File: config.mk
export PLATFORM = sky130hd
export DESIGN_NAME = lcd_init_sequencer
export DESIGN_NICKNAME = d
export VERILOG_FILES = /design/src/rtl/lcd_pkg.sv /design/src/rtl/lcd_delay_timer.sv /design/src/rtl/lcd_init_sequencer.sv
export SDC_FILE = /design/constraint.sdc
export NUM_CORES = 1
export LEC_CHECK = 0
export BUFFER_PORTS_ARGS = -buffer_cell sky130_fd_sc_hd__buf_2
export CORE_UTILIZATION = 50
export CTS_CLUSTER_DIAMETER = 150
export DETAILED_ROUTE_END_ITERATION = 10
export PLACE_DENSITY = 0.68
export SYNTH_ARGS = -nofsm -noshare
export SYNTH_HDL_FRONTEND = slang
export SYNTH_HIERARCHICAL = 1
export SYNTH_SLANG_ARGS = --single-unit
File: constraint.sdc
create_clock -name clk -period 3.65 [get_ports clk]
set_input_delay 0.73 -clock clk [delete_from_list [all_inputs] [get_ports clk]]
set_output_delay 0.73 -clock clk [all_outputs]
set_load 0.05 [all_outputs]
File: src/rtl/lcd_pkg.sv
// Shared types, LCD command codes and delay helpers for the HD44780 init sequencer.
package lcd_pkg;

    localparam int unsigned DLY_W = 20;

    typedef enum logic [2:0] {
        ST_PWRUP_WAIT,
        ST_ISSUE,
        ST_WAIT_DONE,
        ST_DELAY,
        ST_IDLE
    } seq_state_t;

    // What the in-flight strobe was, so DELAY knows where to go next.
    typedef enum logic [1:0] {
        OP_INIT,
        OP_CHAR,
        OP_CLEAR,
        OP_WRAP
    } seq_op_t;

    localparam logic [7:0] LCD_CMD_FUNC4   = 8'h28;
    localparam logic [7:0] LCD_CMD_ENTRY   = 8'h06;
    localparam logic [7:0] LCD_CMD_DISP_ON = 8'h0C;
    localparam logic [7:0] LCD_CMD_CLEAR   = 8'h01;
    localparam logic [7:0] LCD_CMD_LINE1   = 8'h80;
    localparam logic [7:0] LCD_CMD_LINE2   = 8'hC0;

    localparam logic [1:0] INIT_LAST = 2'd3;

    function automatic longint unsigned us_to_cycles(input longint unsigned us,
                                                     input longint unsigned period_ns);
        return (us * 64'd1000) / period_ns;
    endfunction

    function automatic logic [7:0] init_cmd(input logic [1:0] idx);
        case (idx)
            2'd0:    return LCD_CMD_FUNC4;
            2'd1:    return LCD_CMD_ENTRY;
            2'd2:    return LCD_CMD_DISP_ON;
            default: return LCD_CMD_CLEAR;
        endcase
    endfunction

endpackage

File: src/rtl/lcd_delay_timer.sv
// 20-bit load-and-count-down timer shared by every wait in the sequencer.
module lcd_delay_timer
    import lcd_pkg::*;
#(
    parameter logic [DLY_W-1:0] RST_VAL = '0
) (
    input  logic             clk,
    input  logic             rst,
    input  logic             load,
    input  logic [DLY_W-1:0] load_val,
    output logic             expired
);

    logic [DLY_W-1:0] count_q, count_d;

    always_comb begin
        count_d = count_q;
        if (load)
            count_d = load_val;
        else if (count_q != '0)
            count_d = count_q - 1'b1;
    end

    always_ff @(posedge clk or posedge rst) begin
        if (rst) count_q <= RST_VAL;
        else     count_q <= count_d;
    end

    assign expired = (count_q == '0);

endmodule

File: src/rtl/lcd_init_sequencer.sv
// HD44780 power-on / 4-bit init, then valid/ready character feed into lcd_controller.
// Define LCD_SEQ_AUTOWRAP_EN to issue line-change commands at the end of each line.
module lcd_init_sequencer
    import lcd_pkg::*;
#(
    parameter int unsigned CLK_PERIOD_NS = 20,
    parameter int unsigned POWERUP_US    = 15000,
    parameter int unsigned CMD_US        = 40,
    parameter int unsigned CLEAR_US      = 1640
) (
    input  logic       clk,
    input  logic       rst,
    input  logic       char_valid,
    input  logic [7:0] char_data,
    output logic       char_ready,
    input  logic       clear_req,
    output logic       init_done,
    output logic [4:0] cursor_pos,
    output logic       rs_out,
    output logic [7:0] data_out,
    output logic       strobe_out,
    output logic [7:0] period_clk_ns,
    input  logic       ctrl_done
);

    localparam longint unsigned PWR_CYC = us_to_cycles(POWERUP_US, CLK_PERIOD_NS);
    localparam longint unsigned CMD_CYC = us_to_cycles(CMD_US, CLK_PERIOD_NS);
    localparam longint unsigned CLR_CYC = us_to_cycles(CLEAR_US, CLK_PERIOD_NS);
    localparam longint unsigned DLY_MAX = (64'd1 << DLY_W) - 64'd1;

    // The done cycle counts as the first settle cycle, hence the -2 on reload.
    localparam logic [DLY_W-1:0] PWR_LD = DLY_W'(PWR_CYC - 64'd1);
    localparam logic [DLY_W-1:0] CMD_LD = DLY_W'(CMD_CYC - 64'd2);
    localparam logic [DLY_W-1:0] CLR_LD = DLY_W'(CLR_CYC - 64'd2);

    generate
        if (PWR_CYC < 64'd1 || PWR_CYC > DLY_MAX ||
            CMD_CYC < 64'd2 || CMD_CYC > DLY_MAX ||
            CLR_CYC < 64'd2 || CLR_CYC > DLY_MAX) begin : g_bad_delay
            $error("lcd_init_sequencer: delay parameters do not fit the 20-bit timer");
        end
    endgenerate

    seq_state_t       state_q, state_d;
    seq_op_t          op_q, op_d;
    logic [1:0]       idx_q, idx_d;
    logic             init_done_q, init_done_d;
    logic [4:0]       cursor_q, cursor_d;
    logic             rs_q, rs_d;
    logic [7:0]       data_q, data_d;
    logic             clear_pend_q, clear_pend_d;

    logic             tmr_load;
    logic [DLY_W-1:0] tmr_val;
    logic             tmr_expired;
    logic             long_wait;

    lcd_delay_timer #(
        .RST_VAL (PWR_LD)
    ) u_delay_timer (
        .clk      (clk),
        .rst      (rst),
        .load     (tmr_load),
        .load_val (tmr_val),
        .expired  (tmr_expired)
    );

    assign long_wait  = (op_q == OP_CLEAR) || (op_q == OP_INIT && idx_q == INIT_LAST);
    assign char_ready = (state_q == ST_IDLE) && init_done_q && !clear_pend_q && !clear_req;

    always_comb begin
        state_d      = state_q;
        op_d         = op_q;
        idx_d        = idx_q;
        init_done_d  = init_done_q;
        cursor_d     = cursor_q;
        rs_d         = rs_q;
        data_d       = data_q;
        clear_pend_d = clear_pend_q | clear_req;
        tmr_load     = 1'b0;
        tmr_val      = CMD_LD;

        unique case (state_q)
            ST_PWRUP_WAIT: begin
                if (tmr_expired) begin
                    state_d = ST_ISSUE;
                    op_d    = OP_INIT;
                    idx_d   = 2'd0;
                    rs_d    = 1'b0;
                    data_d  = init_cmd(2'd0);
                end
            end
            ST_ISSUE: state_d = ST_WAIT_DONE;
            ST_WAIT_DONE: begin
                // Only reachable the cycle after the strobe, so a done in the strobe cycle is ignored.
                if (ctrl_done) begin
                    tmr_load = 1'b1;
                    tmr_val  = long_wait ? CLR_LD : CMD_LD;
                    state_d  = ST_DELAY;
                end
            end
            ST_DELAY: begin
                if (tmr_expired) begin
                    state_d = ST_IDLE;
                    case (op_q)
                        OP_INIT: begin
                            if (idx_q == INIT_LAST) begin
                                init_done_d = 1'b1;
                            end else begin
                                idx_d   = idx_q + 2'd1;
                                data_d  = init_cmd(idx_q + 2'd1);
                                state_d = ST_ISSUE;
                            end
                        end
                        OP_CHAR: begin
                            cursor_d = cursor_q + 5'd1;
`ifdef LCD_SEQ_AUTOWRAP_EN
                            if (cursor_q == 5'd15 || cursor_q == 5'd31) begin
                                op_d    = OP_WRAP;
                                rs_d    = 1'b0;
                                data_d  = (cursor_q == 5'd15) ? LCD_CMD_LINE2 : LCD_CMD_LINE1;
                                state_d = ST_ISSUE;
                            end
`endif
                        end
                        OP_CLEAR: begin
                            cursor_d     = 5'd0;
                            clear_pend_d = clear_req;
                        end
                        default: ;
                    endcase
                end
            end
            ST_IDLE: begin
                // Clear wins; an offered character simply waits because char_ready is low.
                if (clear_pend_q || clear_req) begin
                    state_d = ST_ISSUE;
                    op_d    = OP_CLEAR;
                    rs_d    = 1'b0;
                    data_d  = LCD_CMD_CLEAR;
                end else if (char_valid && char_ready) begin
                    state_d = ST_ISSUE;
                    op_d    = OP_CHAR;
                    rs_d    = 1'b1;
                    data_d  = char_data;
                end
            end
            default: state_d = ST_PWRUP_WAIT;
        endcase
    end

    always_ff @(posedge clk or posedge rst) begin
        if (rst) begin
            state_q      <= ST_PWRUP_WAIT;
            op_q         <= OP_INIT;
            idx_q        <= 2'd0;
            init_done_q  <= 1'b0;
            cursor_q     <= 5'd0;
            rs_q         <= 1'b0;
            data_q       <= 8'h00;
            clear_pend_q <= 1'b0;
        end else begin
            state_q      <= state_d;
            op_q         <= op_d;
            idx_q        <= idx_d;
            init_done_q  <= init_done_d;
            cursor_q     <= cursor_d;
            rs_q         <= rs_d;
            data_q       <= data_d;
            clear_pend_q <= clear_pend_d;
        end
    end

    assign init_done     = init_done_q;
    assign cursor_pos    = cursor_q;
    assign rs_out        = rs_q;
    assign data_out      = data_q;
    assign strobe_out    = (state_q == ST_ISSUE);
    assign period_clk_ns = CLK_PERIOD_NS[7:0];

endmodule

==> flow_metrics.env <==
export IMPL_status="finished clean"
export IMPL_n_antenna_cell=0
export IMPL_clk_latency_ps=300
export IMPL_antenna_found_initial=0
export IMPL_grtUsageTotal_pct=20.5
export IMPL_yosys_warnings=6
export IMPL_grt_max_degree=40
export IMPL_area_sequential_sq_mm=0.00107
export IMPL_die_height_microns=76.0
export IMPL_ios=38
export IMPL_crit_type="flip-flop to flip-flop"
export IMPL_start_util_pct=52.9
export IMPL_cts_made_buffers=5
export IMPL_synth_top_family_by_area="simple AND/OR/NAND/NOR gates"
export IMPL_clockBufferDepth=2
export IMPL_drt_initial_drc_count=100
export IMPL_place_congestion=0.777
export IMPL_rows=26
export IMPL_yosysTopAreaCellShare_pct=26.5
export IMPL_wl_mm=5.35
export IMPL_fillerInstances=452
export IMPL_placed_area_sq_mm=0.00293
export IMPL_hp_class="flip-flop to flip-flop"
export IMPL_fin_area_sq_mm=0.00302
export IMPL_area_delta_synth_final_pct=10.4
export IMPL_powerDensity_mw_per_mm2=759
export IMPL_seq_area_frac_synth_pct=39.0
export IMPL_drc=0
export IMPL_synth_commonest_cells="nand2_1, dfrtp_1, inv_1"
export IMPL_hold_viol_final=0
export IMPL_setup_violations=0
export IMPL_drive_above_1_share_pct=23.5
export IMPL_synthAdderAreaFrac_pct=4.57
export IMPL_grt_overflow=0
export IMPL_synth_avg_cell_area_sq_um=9.56
export IMPL_syn_inst=286
export IMPL_via_per_inst=5.43
export IMPL_cts_clk_slew_worst_paths_ps=90
export IMPL_cts_resized=0
export IMPL_fin_crit_sh_pct=67.6
export IMPL_grt_setup_unrepaired="no"
export IMPL_synthTopCellsByArea="dfrtp_1, dfstp_2, ha_1"
export IMPL_maxCapViolCount=0
export IMPL_ys_ff_latch=42
export IMPL_synth_distinct_cells=61
export IMPL_synth_area_sq_mm=0.00274
export IMPL_irDropWorstVdd_v=0.000456
export IMPL_synth_most_common_cell="nand2_1"
export IMPL_synthMuxAreaShare_pct=3.52
export IMPL_synth_simple_area_share_pct=24.5
export IMPL_max_slew_margin_pct=42.7
export IMPL_crit_path_start_kind="flip-flop"
export IMPL_synthArstFlopShare_pct=100
export IMPL_nNetsFinal=346
export IMPL_slew_viol_final=0
export IMPL_vias=2140
export IMPL_fp_dieArea_sq_mm=0.00577
export IMPL_die_w_microns=76.0
export IMPL_grt_pass1_vias=2040
export IMPL_cp_required_ps=3840
export IMPL_yosysTopAreaCell="dfrtp_1"
export IMPL_io_buffers=29
export IMPL_htreeDepth=2
export IMPL_wire_per_inst_microns=13.6
export IMPL_ys_flop_type="dfrtp_1"
export IMPL_setup_tns_final_ps=0
export IMPL_cts_num_sinks=42
export IMPL_endpoint_kind="flip-flop"
export IMPL_fin_util_pct=58.4
export IMPL_p_leak_nw=1.32
export IMPL_tightest_slew_ps=858
export IMPL_synth_compound_area_share_pct=16.1
export IMPL_arrival_ps=2660
export IMPL_skew_ps=8.33
export IMPL_coreArea_sq_mm=0.00517
export IMPL_fin_crit_ps=2470
export IMPL_cts_tree="done"
export IMPL_grt_pass1_wl_mm=9.59
export IMPL_worstPathMaxFanout=9
export IMPL_clock_root_buffer="clkbuf_8"
export IMPL_multiInputGateArea_sq_mm=0.00154
export IMPL_synth_edf_count=0
export IMPL_post_cts_buffers=0
export IMPL_hold_buffers=0
export IMPL_fmax_mhz=405
export IMPL_firstDrtPassIters=5
export IMPL_hpwl_mm=3.75
export IMPL_ant_nets=0
export IMPL_synth_xor_area_share_pct=4.48
## path summary, 6_finish.rpt
path                                                start                  endpoint  slack (ps)  depth (start not counted)
worst max-delay path            u_delay_timer/count_q[10]               data_out[1]        1180                          7
worst min-delay path                          data_out[0]               data_out[0]         510                          1
worst max register to register  u_delay_timer/count_q[10]               data_out[1]        1180                          7
worst min register to register                data_out[0]               data_out[0]         510                          1
max in group asynchronous                             rst               data_out[4]        2510                          2
min in group asynchronous                             rst  u_delay_timer/count_q[9]         570                          2
## cells in the final DEF (no fill, tap or decap), drive strengths merged, types with 4 or more instances in the layout
cell type / netlist / layout
ha: 10 / 10
xnor2: 7 / 7
dfstp: 13 / 13
o22ai: 4 / 4
nor4b: 4 / 4
nor3: 10 / 10
dfrtp: 29 / 29
a21oi: 6 / 6
nand4: 5 / 5
inv: 18 / 18
a22o: 4 / 4
and3: 4 / 4
nand2: 33 / 33
mux2: 5 / 5
mux2i: 4 / 4
nor2: 16 / 16
clkbuf: 9 / 6
o31ai: 15 / 15
o21ai: 11 / 11
conb: 2 / 22
xor2: 7 / 7
nor4: 8 / 8
nand3: 10 / 10
buf: 13 / 32
## per-layer routing
metal / share of wire, % / vias to the layer above / global-route usage (%)
li1: - / 1070 / -
met1: 47 / 1018 / 26.8
met2: 47 / 44 / 34.0
met3: 4.0 / 8 / 3.61
met4: 1.7 / 0 / 7.31
met5: 0 / - / 0
## sequential cells by signal (all words and copies together) (netlist names)
signal                 flops
u_delay_timer/count_q     20
data_out                   8
cursor_pos                 5
state_q                    3
idx_q                      2
clear_pend_q               1
init_done                  1
op_q                       1
rs_out                     1
## cells by family (layout without fill, tap and decap cells)
kind of cell             after synthesis  after routing
flip-flops                            42             42
buffers and inverters                 40             58
XOR/XNOR                              14             14
other                                  2             22
multiplexers                           9              9
AO/OA/AOI/OAI                         59             59
adder cells (fa/ha/maj)               10             10
AND/OR/NAND/NOR                      110            110
## critical path: stages, from the launching register on
cell     delay, ps
dfrtp_1        450
nor4_4         540
nand4_2        220
nor2_2         360
nor2_1          90
a32oi_2        240
o21ai_4        160
mux2_2         300
## area by class of cell
class	instances	share of cell area (%)
clock buffers	6	2.40
clock inverters	2	0.456
inverters	18	2.24
multi-input cells	224	51.1
flip-flops and latches	42	35.3
well taps	70	2.90
repair buffers	32	5.55
## through the flow
| step | power, mW | hold WS [ps] | setup slack [ps] | instances |
|---|---|---|---|---|
| 3_3_place_gp | 1.97 | 484 | 1270 | 386 |
| 3_5_place_dp | 1.99 | 489 | 1170 | 386 |
| 2_1_floorplan | 1.80 | 474 | 1100 | 306 |
| 5_1_grt | 2.47 | 528 | 1060 | 394 |
| 6_report | 2.29 | 507 | 1180 | 394 |
| 4_1_cts | 2.31 | 510 | 1160 | 394 |
## where the power goes
part	switching [mW]	total (mW)	internal, mW
registers	0.230	0.925	0.695
clock network	0.167	0.303	0.135
logic	0.655	1.06	0.410
total	1.05	2.29	1.24
Power figures use the tool's default switching activity.
